[config.mk]
export PLATFORM = sky130hd
export DESIGN_NAME = fpu_add_seq
export DESIGN_NICKNAME = d
export VERILOG_FILES = /design/src/rtl/fpu_add_seq.sv
export SDC_FILE = /design/constraint.sdc
export NUM_CORES = 1
export LEC_CHECK = 0
export CAP_MARGIN = 20
export CORE_UTILIZATION = 40
export CTS_CLUSTER_DIAMETER = 150
export DETAILED_ROUTE_END_ITERATION = 7
export DONT_BUFFER_PORTS = 1
export PLACE_DENSITY = 0.52
export SKIP_CTS_REPAIR_TIMING = 1
export SLEW_MARGIN = 25
export SYNTH_ARGS = -nofsm -noshare
export SYNTH_HDL_FRONTEND = slang
export SYNTH_SLANG_ARGS = --single-unit
[constraint.sdc]
create_clock -name clock -period 4.1 [get_ports clock]
set_clock_uncertainty 0.15 [all_clocks]
set_input_delay 0.82 -clock clock [delete_from_list [all_inputs] [get_ports clock]]
set_output_delay 0.82 -clock clock [all_outputs]
set_load 0.02 [all_outputs]
[src/rtl/fpu_add_seq.sv]
// Issue/collect sequencer in front of a fixed-latency, non-stalling FPU add unit.
// Build macro FPU_SEQ_BYPASS_EN lets an exiting result skip an empty response FIFO.
module fpu_add_seq #(
  parameter int LAT        = 5,
  parameter int FIFO_DEPTH = 4,
  parameter int TAG_W      = 6
) (
  input  logic             clock,
  input  logic             reset,
  input  logic             req_valid,
  output logic             req_ready,
  input  logic [3:0]       req_op,
  input  logic [63:0]      req_rn,
  input  logic [63:0]      req_rm,
  input  logic [7:0]       req_rmode,
  input  logic [TAG_W-1:0] req_tag,
  output logic [63:0]      add_valrn,
  output logic [63:0]      add_valrm,
  output logic [3:0]       add_exop,
  output logic [7:0]       add_rmode,
  output logic             add_exhold,
  input  logic [63:0]      add_valro,
  output logic             rsp_valid,
  input  logic             rsp_ready,
  output logic [63:0]      rsp_value,
  output logic [TAG_W-1:0] rsp_tag,
  output logic             busy
);

  localparam int SLOTS = LAT + 1;
  localparam int INF_W = $clog2(SLOTS + 1);
  localparam int CNT_W = $clog2(FIFO_DEPTH + 1);
  localparam int PTR_W = (FIFO_DEPTH > 1) ? $clog2(FIFO_DEPTH) : 1;
  localparam int SUM_W = INF_W + CNT_W;

  typedef enum logic [1:0] {IDLE, RUN, DRAIN} seqState;

  seqState          stateReg, stateNext;
  logic [7:0]       curRmodeReg, curRmodeNext;
  logic             liveReg;

  logic [3:0]       exOpReg;
  logic [63:0]      valRnReg, valRmReg;

  logic [SLOTS-1:0] slotValid, slotIllegal;
  logic [TAG_W-1:0] slotTag [SLOTS];
  logic [INF_W-1:0] inflight;

  logic [63:0]      fifoValue [FIFO_DEPTH];
  logic [TAG_W-1:0] fifoTag [FIFO_DEPTH];
  logic [PTR_W-1:0] wrPtrReg, rdPtrReg;
  logic [CNT_W-1:0] countReg;

  logic             reqIllegal, creditOk, modeOk, readyInt, accept;
  logic             exitValid;
  logic [TAG_W-1:0] exitTag;
  logic [63:0]      exitValue;
  logic             fifoEmpty, bypassTake, push, pop;

  function automatic logic [PTR_W-1:0] ptrInc(input logic [PTR_W-1:0] p);
    return (p == PTR_W'(FIFO_DEPTH - 1)) ? '0 : p + PTR_W'(1);
  endfunction

  assign reqIllegal = (req_op[2:0] == 3'd0) || (req_op[2:0] > 3'd4);

  always_comb begin
    inflight = '0;
    for (int i = 0; i < SLOTS; i++) begin
      inflight = inflight + INF_W'(slotValid[i]);
    end
  end

  // Credits cover both in-flight slots and buffered results, so the FIFO can never overflow.
  assign creditOk  = (SUM_W'(inflight) + SUM_W'(countReg)) < SUM_W'(FIFO_DEPTH);
  assign modeOk    = (stateReg == IDLE) || (req_rmode == curRmodeReg);
  assign readyInt  = liveReg && (stateReg != DRAIN) && creditOk && modeOk;
  assign accept    = req_valid && readyInt;
  assign req_ready = readyInt;

  always_comb begin
    stateNext    = stateReg;
    curRmodeNext = curRmodeReg;
    case (stateReg)
      IDLE: begin
        if (accept) begin
          stateNext    = RUN;
          curRmodeNext = req_rmode;
        end
      end
      RUN: begin
        if (accept) begin
          stateNext = RUN;
        end else if (req_valid && (req_rmode != curRmodeReg)) begin
          stateNext = DRAIN;
        end else if (inflight == '0) begin
          stateNext = IDLE;
        end
      end
      DRAIN: begin
        if (inflight == '0) begin
          stateNext = IDLE;
        end
      end
      default: stateNext = IDLE;
    endcase
  end

  always_ff @(posedge clock or negedge reset) begin
    if (!reset) begin
      stateReg    <= IDLE;
      curRmodeReg <= 8'd0;
      liveReg     <= 1'b0;
    end else begin
      stateReg    <= stateNext;
      curRmodeReg <= curRmodeNext;
      liveReg     <= 1'b1;
    end
  end

  // Operands hold between ops; only the opcode returns to zero when nothing is issued.
  always_ff @(posedge clock or negedge reset) begin
    if (!reset) begin
      exOpReg  <= 4'd0;
      valRnReg <= 64'd0;
      valRmReg <= 64'd0;
    end else if (accept) begin
      exOpReg  <= reqIllegal ? 4'd0 : req_op;
      valRnReg <= req_rn;
      valRmReg <= req_rm;
    end else begin
      exOpReg  <= 4'd0;
    end
  end

  assign add_exop   = exOpReg;
  assign add_valrn  = valRnReg;
  assign add_valrm  = valRmReg;
  assign add_rmode  = curRmodeReg;
  assign add_exhold = 1'b0;

  always_ff @(posedge clock or negedge reset) begin
    if (!reset) begin
      slotValid   <= '0;
      slotIllegal <= '0;
      for (int i = 0; i < SLOTS; i++) begin
        slotTag[i] <= '0;
      end
    end else begin
      slotValid   <= {slotValid[SLOTS-2:0], accept};
      slotIllegal <= {slotIllegal[SLOTS-2:0], accept && reqIllegal};
      slotTag[0]  <= req_tag;
      for (int i = 1; i < SLOTS; i++) begin
        slotTag[i] <= slotTag[i-1];
      end
    end
  end

  assign exitValid = slotValid[SLOTS-1];
  assign exitTag   = slotTag[SLOTS-1];
  assign exitValue = slotIllegal[SLOTS-1] ? 64'd0 : add_valro;
  assign fifoEmpty = (countReg == '0);

`ifdef FPU_SEQ_BYPASS_EN
  assign bypassTake = exitValid && fifoEmpty && rsp_ready;
`else
  assign bypassTake = 1'b0;
`endif

  assign push = exitValid && !bypassTake;
  assign pop  = !fifoEmpty && rsp_ready;

  always_ff @(posedge clock) begin
    if (push) begin
      fifoValue[wrPtrReg] <= exitValue;
      fifoTag[wrPtrReg]   <= exitTag;
    end
  end

  always_ff @(posedge clock or negedge reset) begin
    if (!reset) begin
      wrPtrReg <= '0;
      rdPtrReg <= '0;
      countReg <= '0;
    end else begin
      if (push) wrPtrReg <= ptrInc(wrPtrReg);
      if (pop)  rdPtrReg <= ptrInc(rdPtrReg);
      case ({push, pop})
        2'b10:   countReg <= countReg + CNT_W'(1);
        2'b01:   countReg <= countReg - CNT_W'(1);
        default: countReg <= countReg;
      endcase
    end
  end

  always_comb begin
    rsp_valid = 1'b0;
    rsp_value = 64'd0;
    rsp_tag   = '0;
    if (!fifoEmpty) begin
      rsp_valid = 1'b1;
      rsp_value = fifoValue[rdPtrReg];
      rsp_tag   = fifoTag[rdPtrReg];
    end else if (bypassTake) begin
      rsp_valid = 1'b1;
      rsp_value = exitValue;
      rsp_tag   = exitTag;
    end
  end

  assign busy = (inflight != '0) || !fifoEmpty;

endmodule
==> reports/qor.yml <==
grt:
  antenna_found_initial: 2
  top_usage_layer: "met2"
  met3_usage_pct: 8.06
  grt_pass1_vias: 13400
  grt_usage_pct: 20.2
  grt_overflow_total: 0
  met1_usage_pct: 26.1
  grt_pass1_wl_mm: 86.4
  use_met2_pct: 31.9
  grt_start_max_net_pins: 199
finish:
  final_layout_size_suffix_gt1_share_pct: 17.5
  layout.nets: 1789
  syn2layout_area_growth_pct: 14.6
  layout_common_cells: "edfxtp_1, and2_1, dfrtp_1"
  fin_util_pct: 46.4
  fill_cells: 4723
  final_common_cell: "edfxtp_1"
worst_setup_path:
  start_kind: "flop"
  critPathBufInv: 3
  slowest_delay_ns: 0.54
  arrival_ns: 3.61
  r2r_cells: 15
  cpLargestDelayFamily: "adder cells"
  path_max_fanout: 3
  end_kind: "primary output"
  cp_slowest_cell: "fa_1"
  crit_type: "flop to primary output"
  worstPathRequired_ns: 3.13
  cp.depth: 11
  path_cells: "fa_1, inv_1, fa_1, inv_1, ha_2, fa_2, ha_4, nor4b_4, nand3b_1, nor2_1, buf_4"
yosys:
  async_flop_share_pct: 41.4
  synth.distinct_cells: 42
  synthFlopType: "edfxtp_1"
  synth.cell_area_um2: 21800
  synth_area_leaders: "edfxtp_1, dfrtp_1, mux4_2"
  synth_edf_count: 280
  yosysSeqAreaShare_pct: 61.2
  synth.top_cell.area_share_pct: 38.5
  synth.yosys.warnings: 0
  yosys.area.top_type: "edfxtp_1"
  ys_seq_elements: 478
  syn_avg_cell_area_um2: 14.0
  synth_nets: 1787
  netlist_instances: 1559
die:
  dieArea_um2: 55500
  start_util_pct: 40.5
  io_pins: 428
  die_x_um: 236
  num_rows: 85
  die_y_um: 236
  core_um2: 53900
sta:
  drv_slew: 0
  min_period_ns: 4.58
  setup_viol: 4
  relSlewSlack_pct: 44.6
  hold_slack_ns: -0.219
  max_freq_mhz: 218
  rsz0062_at_grt: "true"
  hold_violations: 198
  final.setup.worst_slack_ns: -0.481
  worstMarginPinSlew_ns: 0.830
  min_period_over_period_pct: 112
outcome:
  status: "finished, violations left"
  violations: "negative hold slack, negative setup slack"
routing:
  wl_mm: 58.5
  drc: 0
  via_count: 13400
  drtIter0Drc: 912
  firstDrtPassIters: 5
  ant_nets: 0
  routedWlPerCell_um: 25.4
  via_per_inst: 5.82
cts:
  htreeDepth: 2
  cts_made_buffers: 52
  cts.sinks: 478
  clk_latency_ns: 0.61
  clk_path_buf_depth: 3
  clk_pin_slew_ns: 0.06
  root_buffer: "clkbuf_16"
  cts_tree: "built"
placed_design:
  detailed_place_hpwl_mm: 34.2
  gp_congestion: 0.773
  pre_cts_ws_ns: -0.0786
  io_buffers: 0
power:
  leakage_uw: 0.00837
  ir_worst_vdd_mv: 0.526
  p_per_area_nw_per_um2: 781
  finalPower_uw: 19500
min_path:
  min_path_type: "primary input to async pin"
run:
  drv_cap: 0
## cell type report
class                      count  area [um2]  share of cell area (%)
clock buffer                  64        1370                    5.46
antenna                        6        15.0                  0.0600
sequential                   478       13400                    53.5
multi-input combinational    923        7700                    30.8
timing repair buffer          95        1320                    5.28
clock inverter                34         334                    1.34
inverter                      11        41.3                   0.165
tap                          696         871                    3.48
## logic make-up (layout without fill, tap and decap cells)
kind of cell	Yosys count	count (layout)	share of synthesized area, %
adder cells (fa/ha/maj)	14	14	0.940
XOR/XNOR	11	11	0.441
AO/OA/AOI/OAI	135	135	4.62
multiplexers	208	208	13.6
other	2	8	0.0344
buffers and inverters	158	204	3.91
flip-flops	478	478	61.2
AND/OR/NAND/NOR	553	553	15.3
## through the flow
step	setup TNS, ns	cells	instance area (um2)
2_1_floorplan	0	1559	21800
3_3_place_gp	0	2158	22500
3_5_place_dp	-1.90	2158	22500
4_1_cts	-6.47	2256	24200
5_1_grt	-7.90	2301	25000
6_report	-0.814	2307	25000
## layer usage
layer  share of wire, %  wire (um)  vias up
met2                 48      28100      471
met5                  0          0        -
met4                1.9       1110        0
met3                9.9       5820       62
met1                 40      23500     6947
li1                   -          -     5950
## registers in the layout, indices dropped and copies added (netlist names), 6 cells and up
signal,flops
exitTag,6
add_rmode,8
add_valrm,64
slotTag,30
slotValid,6
fifoValue,256
fifoTag,24
add_valrn,64
slotIllegal,6
## worst paths after layout
check / from / endpoint / slack, ns
setup / recovery: slotValid[3] / req_ready / -0.48
hold / removal: reset / add_valrm[22] / -0.22
setup reg to reg: slotValid[3] / add_valrm[0] / 0
hold reg to reg: slotTag[14] / slotTag[8] / 0.19
max in group asynchronous: reset / rdPtrReg[1] / 3.37
min in group clock: req_tag[4] / slotTag[34] / 0.09
## power breakdown
part	total [uW]	switching, uW	internal (uW)
Combinational	7050	4030	3020
Sequential	7850	1740	6110
Clock	4640	1990	2650
Total	19500	7760	11800
## synthesized netlist by cell type, types with 3 or more instances
master	instances
edfxtp_1	280
and2_1	202
dfrtp_1	198
nand4_1	130
mux2i_1	129
nand3_1	129
o211ai_1	128
clkbuf_1	100
mux4_2	70
nor2b_1	65
buf_2	26
buf_12	11
inv_1	11
ha_1	10
mux2_2	9
xnor2_1	9
buf_4	5
nor2_1	5
buf_6	4
fa_1	4
nand2_1	3
nor4b_1	3
or3_1	3
Note: power is estimated with default switching activity, not from simulation.
